`config.mk`:
```
export PLATFORM = sky130hd
export DESIGN_NAME = dx_tri_bus_ctrl_flat
export DESIGN_NICKNAME = d
export VERILOG_FILES = /design/src/rtl/dx_tri_bus_ctrl_if.sv /design/src/rtl/dx_tri_bus_ctrl.sv /design/src/flat_wrapper.sv
export SDC_FILE = /design/constraint.sdc
export NUM_CORES = 1
export LEC_CHECK = 0
export CAP_MARGIN = 20
export CORE_ASPECT_RATIO = 1.75
export CORE_MARGIN = 2
export CORE_UTILIZATION = 50
export CTS_CLUSTER_SIZE = 30
export DETAILED_ROUTE_END_ITERATION = 8
export MAX_ROUTING_LAYER = met4
export PLACE_DENSITY_LB_ADDON = 0.12
export SLEW_MARGIN = 20
export SYNTH_ARGS = -nofsm -noshare
export SYNTH_HDL_FRONTEND = slang
export SYNTH_SLANG_ARGS = --single-unit
```
`constraint.sdc`:
```
create_clock -name clk -period 2.65 [get_ports clk]
set_input_delay 0.795 -clock clk [delete_from_list [all_inputs] [get_ports clk]]
set_output_delay 0.795 -clock clk [all_outputs]
set_load 0.005 [all_outputs]
```
`src/rtl/dx_tri_bus_ctrl_if.sv`:
```
// Command/response and IO-buffer signals of the half-duplex bus sequencer.
// master = the sequencer itself, slave = front end plus IO buffer side.
interface dx_tri_bus_ctrl_if #(
  parameter int DATA_WIDTH = 8
);
  logic                  cmd_valid;
  logic                  cmd_ready;
  logic                  cmd_wr;
  logic [DATA_WIDTH-1:0] cmd_wdata;
  logic                  rsp_valid;
  logic [DATA_WIDTH-1:0] rsp_data;
  logic                  bus_stb;
  logic [DATA_WIDTH-1:0] dio_i;
  logic [DATA_WIDTH-1:0] dio_t;
  logic [DATA_WIDTH-1:0] dio_o;

  modport master (
    input  cmd_valid, cmd_wr, cmd_wdata, dio_o,
    output cmd_ready, rsp_valid, rsp_data, bus_stb, dio_i, dio_t
  );

  modport slave (
    output cmd_valid, cmd_wr, cmd_wdata, dio_o,
    input  cmd_ready, rsp_valid, rsp_data, bus_stb, dio_i, dio_t
  );
endinterface

```
`src/rtl/dx_tri_bus_ctrl.sv`:
```
// Half-duplex bus sequencer: turns write/read commands into single-cycle bus
// transfers with released turnaround cycles on every direction change.
//
//   state | meaning
//   IDLE  | bus released, waiting for a command
//   TURN  | bus released for TA_CYCLES cycles before a direction change
//   XFER  | one bus transfer cycle, bus_stb high
module dx_tri_bus_ctrl #(
  parameter int DATA_WIDTH = 8,
  parameter int TA_CYCLES  = 1
) (
  input  logic               clk,
  input  logic               rst,
  dx_tri_bus_ctrl_if.master  bus
);

  typedef enum logic [1:0] {IDLE, TURN, XFER} state_t;

  localparam logic [DATA_WIDTH-1:0] ALL_Z   = '1;
  localparam logic [3:0]            TA_LOAD = 4'(TA_CYCLES - 1);

  state_t                state;
  logic [3:0]            cnt;
  logic                  cur_wr;
  logic [DATA_WIDTH-1:0] cur_data;
  logic                  last_wr;
  logic                  last_valid;

  logic                  accept;
  logic                  go_turn;
  logic                  launch;
  logic                  l_wr;
  logic [DATA_WIDTH-1:0] l_data;

  assign accept  = bus.cmd_valid && bus.cmd_ready;
  // last_wr already reflects the transfer in flight while in XFER
  assign go_turn = last_valid && (bus.cmd_wr != last_wr) && (TA_CYCLES != 0);
  assign launch  = (state == TURN) ? (cnt == 4'd0) : (accept && !go_turn);
  assign l_wr    = (state == TURN) ? cur_wr   : bus.cmd_wr;
  assign l_data  = (state == TURN) ? cur_data : bus.cmd_wdata;

  always_ff @(posedge clk) begin
    if (rst) begin
      state         <= IDLE;
      cnt           <= '0;
      cur_wr        <= 1'b0;
      cur_data      <= '0;
      last_wr       <= 1'b0;
      last_valid    <= 1'b0;
      bus.cmd_ready <= 1'b0;
      bus.rsp_valid <= 1'b0;
      bus.rsp_data  <= '0;
      bus.bus_stb   <= 1'b0;
      bus.dio_i     <= '0;
      bus.dio_t     <= ALL_Z;
    end else begin
      bus.rsp_valid <= 1'b0;
      if (state == XFER && !cur_wr) begin
        bus.rsp_valid <= 1'b1;
        bus.rsp_data  <= bus.dio_o;
      end

      if (state != TURN && accept) begin
        cur_wr   <= bus.cmd_wr;
        cur_data <= bus.cmd_wdata;
      end

      if (launch) begin
        state         <= XFER;
        bus.bus_stb   <= 1'b1;
        bus.dio_t     <= l_wr ? '0 : ALL_Z;
        if (l_wr) bus.dio_i <= l_data;
        bus.cmd_ready <= 1'b1;
        last_wr       <= l_wr;
        last_valid    <= 1'b1;
      end else if (state == TURN) begin
        cnt <= cnt - 4'd1;
      end else if (accept) begin
        state         <= TURN;
        cnt           <= TA_LOAD;
        bus.cmd_ready <= 1'b0;
        bus.bus_stb   <= 1'b0;
        bus.dio_t     <= ALL_Z;
      end else begin
        state         <= IDLE;
        bus.cmd_ready <= 1'b1;
        bus.bus_stb   <= 1'b0;
        bus.dio_t     <= ALL_Z;
      end
    end
  end

endmodule

```
`src/flat_wrapper.sv`:
```
// flat-port wrapper written by rule: the top's interface ports become plain ports
module dx_tri_bus_ctrl_flat 
#(
  parameter int DATA_WIDTH = 8,
  parameter int TA_CYCLES  = 1
)
  (clk, rst, bus_cmd_valid, bus_cmd_wr, bus_cmd_wdata, bus_dio_o, bus_cmd_ready, bus_rsp_valid, bus_rsp_data, bus_bus_stb, bus_dio_i, bus_dio_t);
  dx_tri_bus_ctrl_if #(.DATA_WIDTH(DATA_WIDTH)) bus_i ();
  input  logic clk;
  input  logic rst;
  input wire logic [$bits(bus_i.cmd_valid)-1:0] bus_cmd_valid;
  input wire logic [$bits(bus_i.cmd_wr)-1:0] bus_cmd_wr;
  input wire logic [$bits(bus_i.cmd_wdata)-1:0] bus_cmd_wdata;
  input wire logic [$bits(bus_i.dio_o)-1:0] bus_dio_o;
  output wire logic [$bits(bus_i.cmd_ready)-1:0] bus_cmd_ready;
  output wire logic [$bits(bus_i.rsp_valid)-1:0] bus_rsp_valid;
  output wire logic [$bits(bus_i.rsp_data)-1:0] bus_rsp_data;
  output wire logic [$bits(bus_i.bus_stb)-1:0] bus_bus_stb;
  output wire logic [$bits(bus_i.dio_i)-1:0] bus_dio_i;
  output wire logic [$bits(bus_i.dio_t)-1:0] bus_dio_t;
  assign bus_i.cmd_valid = bus_cmd_valid;
  assign bus_i.cmd_wr = bus_cmd_wr;
  assign bus_i.cmd_wdata = bus_cmd_wdata;
  assign bus_i.dio_o = bus_dio_o;
  assign bus_cmd_ready = bus_i.cmd_ready;
  assign bus_rsp_valid = bus_i.rsp_valid;
  assign bus_rsp_data = bus_i.rsp_data;
  assign bus_bus_stb = bus_i.bus_stb;
  assign bus_dio_i = bus_i.dio_i;
  assign bus_dio_t = bus_i.dio_t;
  dx_tri_bus_ctrl #(.DATA_WIDTH(DATA_WIDTH), .TA_CYCLES(TA_CYCLES)) u_core (.clk(clk), .rst(rst), .bus(bus_i));
endmodule
```
After elaboration in Yosys (flattened, before gate mapping)

Index checks and enable logic that the tools add are counted.

Bits of input ports: 20
Bits in registers: 44
Logic and storage cells: 49
Output and inout port bits: 27

Add/subtract/negate cells: 1
Bitwise gates (word level): 1
Mux-type cells: 17
Reduce and logical (&&, ||, !) cells: 12
Eq/ne operators: 5

Operator list:

| kind                                                 | count |
|---|---|
| two-way mux 8 bit                                    | 4 |
| two-way mux 1 bit                                    | 9 |
| two-way mux 4 bit                                    | 2 |
| logical AND 1 bit                                    | 5 |
| zero test 4 bit                                      | 1 |
| two-way mux 2 bit                                    | 2 |
| != test 2 x 1 -> 1 bit (second input constant)       | 2 |
| AND reduction 2 bit                                  | 2 |
| subtractor 4 x 1 -> 4 bit (second input constant)    | 1 |
| equality test 2 x 1 -> 1 bit (second input constant) | 1 |
| equality test 2 bit (second input constant)          | 1 |
| zero test 1 bit                                      | 2 |
| nonzero test 2 bit                                   | 1 |
| OR reduction 2 bit                                   | 1 |
| != test 1 bit                                        | 1 |
| NOT 1 bit                                            | 1 |

Depth between registers and ports, before layout

Gate-level depths: netlist of run 1.

Word-level depth: 7
Depth in mapped cells: 7
Depth with buffers taken out: 6

Worst setup path before layout of run 1

OpenSTA, ideal clock, no wires.

Path kind: in2reg
Start: input bus_cmd_wr
End: register u_core.bus.dio_i[0]
Buffers on the path: 2
Cell stages on the path: 5
Data arrival time: 1.667 ns
Setup slack: 0.892 ns
Library setup time: 0.091 ns
Required time: 2.559 ns
Cells stage by stage: inv_1 -> a2111o_1 -> buf_6 -> buf_8 -> a311oi_1

Cells in the longest elaborated chain, start to end: 6
Elaborated cells between the ends (all ways): 7
Classes of those cells: 1 x eq/ne; 2 x mux; 4 x reduce/logical

RTL lines:

| element                                  | RTL line                 | source |
|---|---|---|
| from (decl)                              | flat_wrapper.sv:12       | `input wire logic [$bits(bus_i.cmd_wr)-1:0] bus_cmd_wr;` |
| != test 1 bit                            | dx_tri_bus_ctrl.sv:37    | `assign go_turn = last_valid && (bus.cmd_wr != last_wr) && (TA_CYCLES != 0);` |
| logical AND 1 bit                        | dx_tri_bus_ctrl.sv:37    |  |
| zero test 1 bit                          | dx_tri_bus_ctrl.sv:38    | `assign launch = (state == TURN) ? (cnt == 4'd0) : (accept && !go_turn);` |
| logical AND 1 bit                        | dx_tri_bus_ctrl.sv:38    |  |
| two-way mux 1 bit                        | dx_tri_bus_ctrl.sv:38    |  |
| AND reduction 2 bit (no source line) (*) | n/a                      |  |
| to (signal assigned)                     | dx_tri_bus_ctrl.sv:72    | `if (l_wr) bus.dio_i <= l_data;` |
| to (decl)                                | dx_tri_bus_ctrl_if.sv:19 | `output cmd_ready, rsp_valid, rsp_data, bus_stb, dio_i, dio_t` |

Mark *: on every way between the ends. The rest lies on a longest branch, timed or not.
A chain may end at the register's enable or synchronous reset.

Final worst setup path of run 1

Same ends and word-level chain as after synthesis.

==> summary.md, run 1 <==
| Metric | Value |
|---|---|
| Adder-cell share of the synthesized area | `between 1.5 and 2%` |
| Net Count, Synth | `197` |
| Mapped Area | `about 1600 µm²` |
| Post-synthesis mux area share | `5.63%` |
| Crit-path max FO | `18` |
| Peak VDD IR | `around 0.4 mV` |
| CTS tree | `built` |
| Clk_lat worst skew | `between 0.2 and 0.3 ns` |
| DRC | `0` |
| Reg2reg setup slack | `0.62 ns` |
| Via count | `1354` |
| Die area | `3690 µm²` |
| Synth Area per Inst | `between 9 and 10 µm²` |
| Least-Margin Pin Slew | `0.660 ns` |
| Async SR Flop Fraction | `0%` |
| Initial Util | `51.5%` |
| Primary FF master, synth | `dfxtp_1` |
| CP Cell Sequence | `clkdlybuf4s50_1, inv_1, a2111o_1, a221oi_1, a311oi_1` |
| Max-slew violations | `0` |
| Compound-Gate Fraction of Synth Area | `between 10% and 20%` |
| Most common cell after layout, fill and taps aside | `clkdlybuf4s50_1` |
| Std cell rows | `27` |
| Relative slew margins | `55.9%` |
| Fillers | `274` |
| Routability congestion estimate | `0.828` |
| Longest Clk Path Bufs | `2` |
| Port Buffers | `46` |
| Antenna cells | `0` |
| Die Ht | `slightly below 80 µm` |
| CP startpoint | `bus_cmd_wr` |
| Status | `complete, no violations` |
| Worst Reg-to-Reg Cells | `6` |
| CTS resizes | `0` |
| I/O pin total | `47` |
| Hold Crit Class | `reg -> reg` |
| RSZ-0062 raised after global routing | `no` |
| Setup violators final | `0` |
| Max_cap viols | `0` |
| Reg2Reg Capture Point | `u_core.bus.dio_i[0]$_SDFFE_PP0P_` |
| FF-to-FF Start | `u_core.cnt[0]$_SDFFE_PP0P_` |
| Min Tclk post-route | `2.31 ns` |
| LEAKAGE | `0.765 nW` |
| Remaining antenna violation count | `0` |
| Vias per std cell | `roughly 5.2` |
| CP max stage cell | `a2111o_1` |
| Layout cells sized above 1 | `9.77%` |
| Req. time, crit path | `2.79 ns` |
| Wire length per cell | `13.5 µm` |
| EDFF count, synth | `0` |
| Simple-gate share of the synthesized area | `19.1%` |
| Setup TNS | `0 ns` |
| Die W | `46.8 µm` |
| Largest net degree at the start of global routing | `34` |
| Final core utilization | `67.6%` |
| Most frequent cells in the layout | `clkdlybuf4s50_1 (46), dfxtp_1 (36), nand2_1 (24)` |
| Final hold vios | `0` |
| Crit Path Category | `in -> reg` |
| Clk root buf | `clkbuf_8` |
| Pwr dens | `528 nW/µm²` |
| Arr. time, crit path | `approximately 2.5 ns` |
| Number of global-route vias before repair | `about 1400` |
| Synth cell types | `34` |
| Mapped Cells | `approximately 180` |
| Final nets | `approximately 240` |
| Tot GR Track Use | `22.4%` |
| Clock transition at the registers of the reported paths | `approximately 0.07 ns` |
| Fin crit share | `about 87%` |
| XOR/XNOR Fraction of Synth Area | `less than 1%` |
| First drt pass iteration count | `4` |
| HPWL Detailed | `2470 µm` |
| Yosys Warn Count | `0` |
| Worst Setup EP | `u_core.bus.dio_i[0]$_SDFFE_PP0P_` |
| Crit start category | `primary input` |
| Largest family of logic cells by synthesized area | `simple AND/OR/NAND/NOR gates` |
| Fmax | `about 430 MHz` |
| Worst Setup End Kind | `flop` |
| Wire length of the first global-routing pass | `just under 6000 µm` |
| CTS Hold Bufs | `0` |
| Setup Skew | `0.00504 ns` |
| Synthesis-to-finish area growth | `31.1%` |
| Initial antenna violation count | `0` |
| CTS sink count | `36` |
| Core area | `just over 3000 µm²` |
| Routed WL | `3490 µm` |
| Sequential area share after synthesis | `45.0%` |
| H-tree levels | `2` |
| Post-CTS Setup Inserts | `0` |
| Detailed Route Iter0 Violations | `45` |
| Cts bufs inserted | `5` |
| Flops & latches, synth | `36` |
| Crit-path max cell delay | `0.62 ns` |
| Final hold slack | `0.459 ns` |
| GRT Residual Overflow | `0` |
-- flip-flops by register name, summed over array words and instances (netlist names) --
| register | cells |
|---|---|
| u_core.bus.rsp_data | 8 |
| u_core.cnt | 4 |
| u_core.bus.dio_t | 1 |
| u_core.state | 2 |
| u_core.bus.rsp_valid | 1 |
| u_core.bus.cmd_ready | 1 |
| u_core.bus.dio_i | 8 |
| u_core.cur_wr | 1 |
| u_core.last_wr | 1 |
| u_core.cur_data | 8 |
| u_core.last_valid | 1 |
-- synthesized netlist by cell type, types with 2 or more instances --
library cell	n	share of area (%)
a31oi_1	2	0.78
nor3_1	3	0.94
nand3_1	3	0.94
nand2_1	24	5.6
clkbuf_1	3	0.70
a221oi_1	8	4.4
a31o_1	2	1.1
buf_4	10	4.7
a311oi_1	8	4.4
buf_2	2	0.63
nor2b_1	2	0.78
nor2_1	14	3.3
a21oi_1	11	3.4
inv_1	12	2.8
mux2i_1	9	5.6
dfxtp_1	36	45
and2_2	8	3.8
ha_1	2	1.6
-- area by class of cell --
type	instances	area (µm²)	area share, %
Clock buffer	8	90.1	4.29
Timing Repair Buffer	50	490	23.4
Multi-Input combinational cell	109	699	33.3
Tap cell	43	53.8	2.56
Inverter	12	45.0	2.15
Sequential cell	36	721	34.3
-- stage by stage --
stage / setup slack, ns / power, mW / cells / cell area [µm²]
2_1_floorplan: 0.892 / 0.659 / 175 / 1600
3_3_place_gp: 0.149 / 0.725 / 250 / 2010
3_5_place_dp: 0.0437 / 0.729 / 250 / 2010
4_1_cts: 0.354 / 1.13 / 258 / 2100
5_1_grt: 0.207 / 1.16 / 258 / 2100
6_report: 0.335 / 1.11 / 258 / 2100
-- how the worst min path moves through the flow --
stage / cells past startpoint / start / slack, ns / end
final: 2 / u_core.cur_data[6]$_SDFFE_PP0P_ / 0.46 / u_core.cur_data[6]$_SDFFE_PP0P_
after global routing: 2 / u_core.cur_data[7]$_SDFFE_PP0P_ / 0.48 / u_core.cur_data[7]$_SDFFE_PP0P_
after CTS: 2 / u_core.cur_data[0]$_SDFFE_PP0P_ / 0.47 / u_core.cur_data[0]$_SDFFE_PP0P_
after detailed placement: 2 / u_core.cur_data[0]$_SDFFE_PP0P_ / 0.46 / u_core.cur_data[0]$_SDFFE_PP0P_
after global placement: 2 / u_core.cur_data[7]$_SDFFE_PP0P_ / 0.44 / u_core.cur_data[7]$_SDFFE_PP0P_
after floorplan: 2 / u_core.cur_data[0]$_SDFFE_PP0P_ / 0.44 / u_core.cur_data[0]$_SDFFE_PP0P_
-- critical path, delay by kind of cell --
kind / cells / cell delay, ns
compound gates: 3 / 1.07
buf+inv: 2 / 0.58
-- layer usage --
metal,part of all wire [%],wire [µm],global-route usage (%),up-vias
met5,0,0,-,-
met4,1.7,61,9.17,0
met3,4.8,169,5.00,7
met2,55,1910,38.1,37
met1,39,1350,23.8,636
li1,-,-,-,674
-- cells by family (layout without fill, tap and decap cells) --
kind of cell | after synthesis | after routing
adder cells (fa/ha/maj) | 2 | 2
multiplexers | 9 | 9
flip-flops | 36 | 36
AND/OR/NAND/NOR | 61 | 61
AO/OA/AOI/OAI | 36 | 36
buffers and inverters | 30 | 70
XOR/XNOR | 1 | 1
-- power by group --
| group | internal, mW | leakage (nW) | switching, mW |
|---|---|---|---|
| registers | 0.564 | 0.293 | 0.0148 |
| clock network | 0.212 | 0.0455 | 0.179 |
| logic | 0.0830 | 0.426 | 0.0555 |
Power figures use the tool's default switching activity.
==> inputs of run 2 (changes only) <==
--- a/config.mk
+++ b/config.mk
@@ -6,7 +6,6 @@
 export NUM_CORES = 1
 export LEC_CHECK = 0
 export CAP_MARGIN = 20
-export CORE_ASPECT_RATIO = 1.75
 export CORE_MARGIN = 2
 export CORE_UTILIZATION = 50
 export CTS_CLUSTER_SIZE = 30
==> run 2 against run 1 <==
Effect of this change: fmax rose by 2.5%; via count is 0.89% higher; sequential power is essentially flat; combinational power is essentially flat; utilization decreased by 0.22 points; die area decreased by 0.48%; highest routed layer unchanged.
==> summary.md, run 2 (synthesis results as in run 1) <==
| Metric | Value |
|---|---|
| DRC | `0` |
| Final worst setup slack | `0.392 ns` |
| GRT Residual Overflow | `0` |
| Req. time, crit path | `2.85 ns` |
| CTS tree | `built` |
| Crit-path max FO | `18` |
| Sw Ratio | `23.8%` |
| Setup TNS | `0 ns` |
| Most frequent cells in the layout | `clkdlybuf4s50_1 (46), dfxtp_1 (36), nand2_1 (24)` |
| Hold path cells | `2` |
| Die Ht | `approximately 60 µm` |
| Top Registers | `u_core.bus.dio_i: 8 flops, u_core.bus.rsp_data: 8 flops, u_core.cur_data: 8 flops` |
| Max-slew violations | `0` |
| CP Cell Sequence | `clkdlybuf4s50_1, inv_1, a2111o_1, a221oi_1, a311oi_1` |
| Sequential power share | `between 50 and 60%` |
| Fin crit share | `85.2%` |
| CTS resizes | `0` |
| Tot GR Track Use | `20.6%` |
| Most common cell after layout, fill and taps aside | `clkdlybuf4s50_1` |
| Via count | `1366` |
| P_int | `0.736 mW` |
| Wire length per cell | `12.8 µm` |
| Status | `complete, no violations` |
| Initial antenna violation count | `0` |
| First drt pass iteration count | `4` |
| Pwr dens | `about 470 nW/µm²` |
| Routability congestion estimate | `around 0.73` |
| Cts bufs inserted | `5` |
| Clk root buf | `clkbuf_4` |
| Crit start category | `primary input` |
| I/O pin total | `47` |
| Psw | `0.230 mW` |
| Die area | `3670 µm²` |
| Wire length of the first global-routing pass | `5400 µm` |
| Antenna cells | `0` |
| Arr. time, crit path | `2.45 ns` |
| Setup WS pre-CTS | `0.0562 ns` |
| Core area | `3050 µm²` |
| Port Buffers | `46` |
| Comb power frac | `~14%` |
| RSZ-0062 raised after global routing | `no` |
| Setup violators final | `0` |
| Reg2Reg Capture Point | `u_core.bus.dio_i[7]$_SDFFE_PP0P_` |
| FF-to-FF Start | `u_core.cnt[0]$_SDFFE_PP0P_` |
| Final nets | `roughly 240` |
| CTS Hold Bufs | `0` |
| Crit-path max cell delay | `0.63 ns` |
| Setup Skew | `0.0124 ns` |
| Detailed Route Iter0 Violations | `40` |
| Number of global-route vias before repair | `1288` |
| Synthesis-to-finish area growth | `28.4%` |
| CP max stage cell | `a2111o_1` |
| Crit Path Category | `in -> reg` |
| Routed WL | `3290 µm` |
| Worst Reg-to-Reg Cells | `6` |
| Clock transition at the registers of the reported paths | `0.09 ns` |
| Hold Crit Class | `reg -> reg` |
| Reg2reg setup slack | `approximately 0.63 ns` |
| Remaining antenna violation count | `0` |
| Max_cap viols | `0` |
| Longest Clk Path Bufs | `2` |
| Clk_lat worst skew | `0.34 ns` |
| Final hold vios | `0` |
| Initial Util | `between 50% and 60%` |
| Worst Setup End Kind | `flop` |
| HPWL Detailed | `2330 µm` |
| Std cell rows | `20` |
| CP startpoint | `bus_cmd_wr` |
| Post-CTS Setup Inserts | `0` |
| CTS sink count | `36` |
| Relative slew margins | `56.4%` |
| Least-Margin Pin Slew | `0.652 ns` |
| LEAKAGE | `0.747 nW` |
| Layout cells sized above 1 | `about a tenth` |
| H-tree levels | `2` |
| Hold Startpoint | `u_core.cur_data[6]$_SDFFE_PP0P_` |
| Min Tclk post-route | `2.26 ns` |
| Peak VDD IR | `0.321 mV` |
| Die W | `slightly above 60 µm` |
| Vias per std cell | `around 5.3` |
| Fmax | `around 440 MHz` |
| Min-Delay Endpoint | `u_core.cur_data[6]$_SDFFE_PP0P_` |
| Clock power frac | `25.8%` |
| Largest net degree at the start of global routing | `19` |
-- run 2: cell types whose count changed in the layout (fill, tap and decap cells not counted) --
cell,before,now
clkbuf_1,2,0
clkbuf_4,0,5
clkbuf_8,6,0
buf_4,4,5
-- run 2: stage by stage --
stage          cell area (µm²)  hold slack, ns  utilization (%)  cells  total power [mW]
2_1_floorplan             1600           0.436                -    175             0.659
3_3_place_gp              2020           0.443             66.1    252             0.725
3_5_place_dp              2020           0.450             66.1    252             0.730
4_1_cts                   2060           0.465             67.3    257             0.976
5_1_grt                   2060           0.486             67.3    257              1.01
6_report                  2060           0.463             67.3    257             0.966
-- run 2: area by class of cell --
cell class	count	area, µm²
fill	274	997
sequential	36	721
multi-input combinational	109	699
timing repair buffer	51	498
tap	44	55.1
inverter	12	45.0
clock buffer	5	37.5
-- run 2: critical path: cells and delay by family --
kind                   cells  cell delay [ns]
AOI/OAI and AO/OA          3             1.09
buffers and inverters      2             0.56
-- run 2: layer usage --
metal	vias to the layer above	wire length, µm	share of wire (%)	track usage (%)
li1	676	-	-	-
met5	-	0	0	-
met4	0	63	1.9	12.1
met1	635	1410	43	22.7
met2	47	1590	48	33.5
met3	8	220	6.7	5.33
-- run 2: power by group through the flow --
stage               logic, mW  registers (mW)  clock network (mW)
global placement        0.135           0.589                   0
finish                  0.139           0.578               0.249
floorplan              0.0694           0.590                   0
global route            0.152           0.582               0.279
CTS                     0.139           0.579               0.258
detailed placement      0.139           0.591                   0
-- run 2: worst max path at each step --
stage | depth (start not counted) | slack [ns] | end
after floorplan | 5 | 0.89 | u_core.bus.dio_i[0]$_SDFFE_PP0P_
after global placement | 5 | 0.16 | u_core.bus.dio_i[5]$_SDFFE_PP0P_
after detailed placement | 5 | 0.06 | u_core.bus.dio_i[7]$_SDFFE_PP0P_
after CTS | 5 | 0.43 | u_core.bus.dio_i[7]$_SDFFE_PP0P_
after global routing | 5 | 0.28 | u_core.bus.dio_i[4]$_SDFFE_PP0P_
final | 5 | 0.39 | u_core.bus.dio_i[7]$_SDFFE_PP0P_
==> inputs of run 3 (changes only) <==
--- a/config.mk
+++ b/config.mk
@@ -6,7 +6,6 @@
 export NUM_CORES = 1
 export LEC_CHECK = 0
 export CAP_MARGIN = 20
-export CORE_MARGIN = 2
 export CORE_UTILIZATION = 50
 export CTS_CLUSTER_SIZE = 30
 export DETAILED_ROUTE_END_ITERATION = 8
==> run 3 against run 2 <==
Effect of this change: utilization increased by 0.45 points; die area decreased by 6.5%; setup slack improved by 0.027 ns; global-route usage increased by 1.9 points; clock power increased by 21%; routed wire length decreased by 0.43%; fmax increased by 1.2%; critical path depth unchanged; sequential cell count unchanged; largest power group unchanged.
==> summary.md, run 3 (synthesis results as in run 1) <==
| Metric | Value |
|---|---|
| Routability congestion estimate | `0.751` |
| Max-slew violations | `0` |
| Post-CTS Setup Inserts | `0` |
| Setup Skew | `0.00564 ns` |
| Clock transition at the registers of the reported paths | `0.10 ns` |
| Pwr dens | `491 nW/µm²` |
| Detailed Route Iter0 Violations | `26` |
| Setup TNS | `0 ns` |
| Fin crit share | `84.2%` |
| Final nets | `about 240` |
| CP startpoint | `bus_cmd_wr` |
| Cts bufs inserted | `5` |
| Wire length of the first global-routing pass | `5680 µm` |
| Fmax | `448 MHz` |
| Worst Setup End Kind | `flop` |
| Crit start category | `primary input` |
| Arr. time, crit path | `2.43 ns` |
| Crit-path max FO | `18` |
| GRT Residual Overflow | `0` |
| Antenna cells | `0` |
| I/O pin total | `47` |
| Relative slew margins | `56.1%` |
| Sequential cell area | `between 700 and 800 µm²` |
| First drt pass iteration count | `4` |
| CTS sink count | `36` |
| Routed WL | `3270 µm` |
| Most frequent cells in the layout | `clkdlybuf4s50_1 (46), dfxtp_1 (36), nand2_1 (24)` |
| Min Tclk post-route | `around 2.2 ns` |
| Top Registers | `u_core.bus.dio_i: 8 flops, u_core.bus.rsp_data: 8 flops, u_core.cur_data: 8 flops` |
| Multi-input logic area | `699 µm²` |
| Final Instance Count excl. Fillers | `259` |
| Port Buffers | `46` |
| Synthesis-to-finish area growth | `29.2%` |
| Vias per std cell | `about 5.3` |
| Layout cells sized above 1 | `under 10%` |
| Hold Startpoint | `u_core.cur_data[3]$_SDFFE_PP0P_` |
| FF-to-FF Start | `u_core.cnt[0]$_SDFFE_PP0P_` |
| Crit Path Category | `in -> reg` |
| LEAKAGE | `0.751 nW` |
| Initial antenna violation count | `0` |
| Status | `complete, no violations` |
| RSZ-0062 raised after global routing | `no` |
| Most common cell after layout, fill and taps aside | `clkdlybuf4s50_1` |
| Inst Count DP | `251` |
| CTS Hold Bufs | `0` |
| Remaining antenna violation count | `0` |
| Std cell rows | `20` |
| DRC | `0` |
| Hold Crit Class | `reg -> reg` |
| HPWL Detailed | `approximately 2300 µm` |
| Least-Margin Pin Slew | `around 0.66 ns` |
| Clk_lat worst skew | `0.33 ns` |
| Fillers | `262` |
| CTS tree | `built` |
| Max_cap viols | `0` |
| Die area | `3430 µm²` |
| H-tree levels | `2` |
| Setup violators final | `0` |
| Req. time, crit path | `2.85 ns` |
| Wire length per cell | `12.6 µm` |
| Via count | `1371` |
| Longest Clk Path Bufs | `2` |
| CTS resizes | `0` |
| Core area | `3050 µm²` |
| Die Ht | `58.6 µm` |
| Initial Util | `52.5%` |
| Peak VDD IR | `0.310 mV` |
| Final hold vios | `0` |
| Die W | `about 60 µm` |
| Number of global-route vias before repair | `between 1000 and 1500` |
| Clk root buf | `clkbuf_4` |
| Tot GR Track Use | `a little under a quarter` |
| Largest net degree at the start of global routing | `19` |
run 3: changes by cell type in the layout (fill, tap and decap cells not counted), sizes merged:
cell / before / now
buf: 5 / 4
clkbuf: 5 / 8
run 3: worst paths after layout:
check	end	slack, ns	cells after the start
setup reg to reg	u_core.bus.dio_i[0]$_SDFFE_PP0P_	0.63	6
setup / recovery	u_core.bus.dio_i[0]$_SDFFE_PP0P_	0.42	5
hold reg to reg	u_core.cur_data[3]$_SDFFE_PP0P_	0.47	2
hold / removal	u_core.cur_data[3]$_SDFFE_PP0P_	0.47	2
run 3: metrics by stage:
| step | instance area (µm²) | total power [mW] | utilization [%] | hold slack, ns | worst slack [ns] |
|---|---|---|---|---|---|
| CTS | 2070 | 1.03 | 67.8 | 0.465 | 0.428 |
| global placement | 2010 | 0.723 | 65.9 | 0.442 | 0.151 |
| finish | 2070 | 1.02 | 67.8 | 0.465 | 0.419 |
| global route | 2070 | 1.07 | 67.8 | 0.494 | 0.346 |
| floorplan | 1600 | 0.659 | - | 0.436 | 0.892 |
| detailed placement | 2010 | 0.728 | 65.9 | 0.451 | 0.0657 |
run 3: cell type report:
type | count | share of cell area, %
Timing Repair Buffer | 50 | 23.7
Tap cell | 44 | 2.66
Sequential cell | 36 | 34.8
Inverter | 12 | 2.18
Multi-Input combinational cell | 109 | 33.8
Clock buffer | 8 | 2.84
run 3: where the power goes:
part | leakage (nW) | total, mW | switching [mW] | internal, mW
registers | 0.293 | 0.578 | 0.0143 | 0.564
logic | 0.425 | 0.138 | 0.0549 | 0.0830
clock network | 0.0326 | 0.301 | 0.170 | 0.131
run 3: worst max-delay path, cell delays in order:
cell and delay, ns:
clkdlybuf4s50_1 0.51, inv_1 0.05, a2111o_1 0.62, a221oi_1 0.36, a311oi_1 0.09
run 3: metal layers:
layer,track usage [%],vias up,share of wire (%)
met2,37.4,54,49
met1,25.1,639,44
met5,-,-,0
met3,6.37,4,6.8
met4,10.5,0,0.95
li1,-,674,-
==> RTL change 1: new RTL, settings of run 2 <==
Make the reset (`rst`) asynchronous in one clocked block.
--- a/src/rtl/dx_tri_bus_ctrl.sv
+++ b/src/rtl/dx_tri_bus_ctrl.sv
@@ -41,3 +41,3 @@
 
-  always_ff @(posedge clk) begin
+  always_ff @(posedge clk or posedge rst) begin
     if (rst) begin
Behaviour: differs if rst is asserted again (counterexample within 4 cycles, from zero or initial values and one cycle with rst high); with rst held inactive, the same outputs for 10 cycles.
==> RTL change 1 against run 2 <==
Setup slack worse by 6.8 ps. Sequential share of layout area is 5.9 points higher. Sequential cell count stayed put. Cell area is 7.1% higher. First-iteration DRC count is 40% higher. Core utilization is 3.6 points higher. Wire length is 3.1% lower. Critical endpoint is now bus_dio_t[1]. Critical path depth is 4 lower. Register-to-register slack better by 30 ps. Non-clock buffer count is 1 lower. Die area is 3.7% higher. Area after synthesis is 4.0% higher.
Power is not compared: it rests on default switching activity, and its combinational part moved more than twofold at a synthesized area within 25%.
==> RTL change 1: results (changes against run 2) <==
min-delay src=u_core.bus.rsp_data[3]; Initial DRC Count=56 (+40%); final setup skew=9.58 ps (-2.80 ps); Yosys cell types=32 (-5.9%); hold path cells=1 (-1); Max FO, Critical Path=9 (-9); Top Family by Delay on Critical Path=flip-flops; post-synthesis async set-or-reset flop share=100% (+100 points); run status=finished, final reports clean; post-synthesis sequential area ratio=54.2% (+9.2 points); GR Util All Layers=19.0% (-1.7 points); top_reg_cell synth=dfrtp_1; global placer's final weighted congestion=0.762 (+4.2%); synth top area cells=dfrtp_1 (53%), mux2_2 (11%), mux2_4 (7.2%); VDD IR max=0.648 mV; Nets=207 (-13%); Crit Reg-Reg Startpoint=u_core.cnt[0]; slowest cell on the critical path=dfstp_2; Port Buffers=46 (unchanged); final hold vios=0 (unchanged); global-route wire length before repair=4.93 mm (-8.6%); vias in the first global route=1161 (-9.9%); hold endpoint=u_core.bus.rsp_data[3]; CTS buffer count=5 (unchanged); root buf cell=clkbuf_4; fillcell total=259 (-5.5%); Critical Path Max Stage Delay=610 ps (-20 ps); initial antenna violation count=0 (unchanged); Vias/cell=5.02 (-5.6%); Critical Path AT=1470 ps (-980 ps); slew margin rel.=69.8% (+13 points); Syn Nets=162 (-18%); layout cells sized above 1=23.1% (+13 points); dpl hpwl=2.34 mm (about the same); Max Buffers Root-to-Sink=2 (unchanged); hold_ws=515 ps (+51.9 ps); postcts setup bufs=0 (unchanged); ANT cells=0 (unchanged); Post-synth top cells=dfrtp_1 (35), nand2_1 (32), mux2_2 (17), mux2_4 (8), buf_4 (7); clock transition at the registers of the reported paths=110 ps (+20 ps); largest net degree at the start of global routing=37 (+18); Routed wire per std cell=13.9 um (+8.3%); r2r endpoint=u_core.bus.dio_i[1]; r2r setup slk=660 ps (+30 ps)
[RTL change 1: cell families (layout without fill, tap and decap cells)]
| group | count (synthesis) | in the layout | synth area share [%] |
|---|---|---|---|
| XOR/XNOR | 1 | 1 | 0.526 |
| AND/OR/NAND/NOR | 50 | 50 | 14.8 |
| buffers and inverters | 16 | 62 | 6.31 |
| multiplexers | 25 | 25 | 18.7 |
| flip-flops | 36 | 36 | 54.2 |
| adder cells (fa/ha/maj) | 2 | 2 | 1.50 |
| AO/OA/AOI/OAI | 10 | 10 | 3.98 |
[RTL change 1: per-layer routing]
layer / GRT usage (%) / part of all wire (%) / up-vias
met5: - / 0 / -
met4: 7.29 / 1.5 / 0
met3: 5.38 / 4.9 / 5
met2: 31.4 / 48 / 38
li1: - / - / 550
met1: 21.8 / 45 / 561
[RTL change 1: power by group through the flow]
stage                     Sequential, uW  Clock [uW]  Combinational [uW]
after floorplan                      928           0                 600
after CTS                            931         396                1040
after detailed placement             942           0                1040
after global routing                 956         411                1110
final                                927         384                1030
after global placement               922           0                1010
[RTL change 1: area by class of cell]
class                      count  share of cell area, %
clock buffer                   5                   1.71
inverter                       4                  0.682
tap                           44                   2.50
sequential                    36                   41.0
clock inverter                 3                   1.93
timing repair buffer          50                   22.3
multi-input combinational     88                   29.9
[RTL change 1: how the worst max path moves through the flow]
| stage | slack, ps | depth (start not counted) | endpoint | startpoint |
|---|---|---|---|---|
| 6_report | 390 | 1 | bus_dio_t[1] | u_core.bus.dio_t[6] |
| 5_1_grt | 310 | 1 | bus_dio_t[4] | u_core.bus.dio_t[6] |
| 4_1_cts | 360 | 1 | bus_dio_t[1] | u_core.bus.dio_t[6] |
| 3_5_place_dp | 260 | 5 | u_core.bus.dio_i[2] | bus_cmd_valid |
| 3_3_place_gp | 260 | 5 | u_core.bus.dio_i[3] | bus_cmd_valid |
| 2_1_floorplan | 730 | 5 | u_core.bus.dio_i[0] | bus_cmd_valid |
[RTL change 1: through the flow]
stage	cell area (um2)	instances	power (uW)	utilization, %	worst slack [ps]
after global routing	2200	230	2480	70.9	311
after floorplan	1670	140	1530	-	725
final	2200	230	2340	70.9	385
after CTS	2200	230	2370	70.9	356
after detailed placement	2120	222	1980	68.3	258
after global placement	2120	222	1930	68.3	265
==> RTL change 2: new RTL, flow settings as in run 2 <==
Made on the original files. `DATA_WIDTH` is set to 8 in 3 places; all go to 10.
--- a/src/rtl/dx_tri_bus_ctrl_if.sv
+++ b/src/rtl/dx_tri_bus_ctrl_if.sv
@@ -3,3 +3,3 @@
 interface dx_tri_bus_ctrl_if #(
-  parameter int DATA_WIDTH = 8
+  parameter int DATA_WIDTH = 10
 );
--- a/src/rtl/dx_tri_bus_ctrl.sv
+++ b/src/rtl/dx_tri_bus_ctrl.sv
@@ -8,3 +8,3 @@
 module dx_tri_bus_ctrl #(
-  parameter int DATA_WIDTH = 8,
+  parameter int DATA_WIDTH = 10,
   parameter int TA_CYCLES  = 1
--- a/src/flat_wrapper.sv
+++ b/src/flat_wrapper.sv
@@ -3,3 +3,3 @@
 #(
-  parameter int DATA_WIDTH = 8,
+  parameter int DATA_WIDTH = 10,
   parameter int TA_CYCLES  = 1
Ports: changed (5 resized); port bits go from 47 to 57. No check against the original RTL was run, so the function may have changed too.
==> RTL change 2 against run 2 <==
Non-clock buffer count increased by 11. Count of clock-buffer cells in the layout increased by 2. Wire length increased by 17%. Power increased by 29%. Sequential share of layout area decreased by 1.2 points. Sequential cell count increased by 6. Cell area increased by 21%. Setup slack improved by 97 ps. Area after synthesis increased by 16%. Global-route usage increased by 0.15 points.
==> RTL change 2: results (changes against run 2) <==
Highest Signal Layer=met4; cell internal pwr=963 uW (+31%); Nets=292 (+23%); Post-synth top cells=nand2_1 (49), dfxtp_1 (42), a21oi_1 (25), inv_1 (16); Vias/cell=5.14 (-3.2%); layout cells sized above 1=9.36% (-0.50 points); root buf cell=clkbuf_8; Routed WL=3.85 mm (+17%); Port Buffers=56 (+22%); dpl hpwl=2.74 mm (+17%); post-synthesis async set-or-reset flop share=0% (unchanged); Top Family by Delay on Critical Path=buffers and inverters; Tightest Pin Transition=463 ps (-189 ps); Reg2Reg Depth=6 (unchanged); largest net degree at the start of global routing=23 (+4); post-synthesis sequential area ratio=45.1% (+0.10 points); DR WL met2=1.86 mm (+17%); yosys warns=0 (unchanged); biggest regs=u_core.bus.dio_i x10, u_core.bus.rsp_data x10, u_core.cur_data x10; ANT cells=0 (unchanged); vias in the first global route=1449 (+13%); global-route wire length before repair=6.56 mm (+22%); PostCTS Resize Cnt=0 (unchanged); run status=finished, final reports clean; Crit Reg-Reg Startpoint=u_core.cnt[0]; GR Util All Layers=20.8% (+0.15 points); postcts setup bufs=0 (unchanged); Syn Nets=247 (+25%); complex-gate fraction of the synthesized area=23.2% (+6.4 points); net switching power=283 uW (+23%); Sequential Power Share=54.2% (-5.6 points); r2r setup slk=620 ps; Inst Count DP=307 (+22%); Critical Path End=u_core.bus.dio_i[0]; met3 wire len=226 um (+2.7%); fillcell total=314 (+15%); Clock Latency Late Sink=280 ps (-60 ps); Routed wire per std cell=12.2 um (-4.4%); clock transition at the registers of the reported paths=80 ps; final setup skew=4.27 ps (-8.12 ps); initial antenna violation count=0 (unchanged); Sum Neg Setup Slack=0 ps (unchanged); synth top area cells=dfxtp_1 (45%), nand2_1 (9.9%), a21oi_1 (6.7%); Pleak=0.000883 uW (+18%); Yosys cell types=27 (-21%); CTS buffer count=5 (unchanged); met1 WL=1.74 mm (+23%); Initial DRC Count=79 (+98%); XOR/XNOR Fraction of Synth Area=0.470% (-0.077 points); top_reg_cell synth=dfxtp_1; slowest cell on the critical path=clkdlybuf4s50_1; Synth Instances=221 (+26%); Max FO, Critical Path=22 (+4); Comb power frac=13.1% (-1.2 points); global placer's final weighted congestion=0.794 (+8.6%); adder-cell area share of the yosys netlist=1.34% (-0.22 points); Critical Path Max Stage Delay=520 ps (-110 ps); VDD IR max=0.377 mV (+18%); mux share of post-synthesis cell area=0% (-5.6 points); Critical Path AT=2320 ps (-130 ps)
==> RTL change 2: cell type report <==
class	count	area share [%]
sequential	42	33.9
multi-input combinational	139	33.1
timing repair buffer	62	24.4
clock buffer	7	3.48
inverter	16	2.42
tap	48	2.42
clock inverter	1	0.202
==> RTL change 2: worst min-delay path by stage <==
stage                            from                endpoint  slack [ps]
2_1_floorplan      u_core.cur_data[0]      u_core.cur_data[0]         440
3_3_place_gp   u_core.bus.rsp_data[9]  u_core.bus.rsp_data[9]         440
3_5_place_dp   u_core.bus.rsp_data[2]  u_core.bus.rsp_data[2]         450
4_1_cts        u_core.bus.rsp_data[5]  u_core.bus.rsp_data[5]         460
5_1_grt        u_core.bus.rsp_data[9]  u_core.bus.rsp_data[9]         470
6_report       u_core.bus.rsp_data[2]  u_core.bus.rsp_data[2]         460
==> RTL change 2: kinds of logic (layout without fill, tap and decap cells) <==
| family | after synthesis | in the layout |
|---|---|---|
| and+or+nand+nor | 81 | 81 |
| AOI/OAI and AO/OA | 55 | 55 |
| DFF | 42 | 42 |
| buffers and inverters | 40 | 86 |
| adders and majority gates | 2 | 2 |
| xor gates and xnor gates | 1 | 1 |
==> RTL change 2: metal layers <==
layer | up-vias | global-route usage, %
met2 | 43 | 33.5
li1 | 831 | -
met4 | 0 | 7.03
met1 | 742 | 25.2
met3 | 4 | 5.73
met5 | - | -
==> RTL change 2: metrics by stage <==
step | hold slack, ps | setup WS [ps] | instance area (um2)
2_1_floorplan | 436 | 796 | 1860
3_3_place_gp | 442 | 243 | 2390
3_5_place_dp | 449 | 186 | 2390
4_1_cts | 459 | 488 | 2480
5_1_grt | 470 | 358 | 2480
6_report | 456 | 489 | 2480
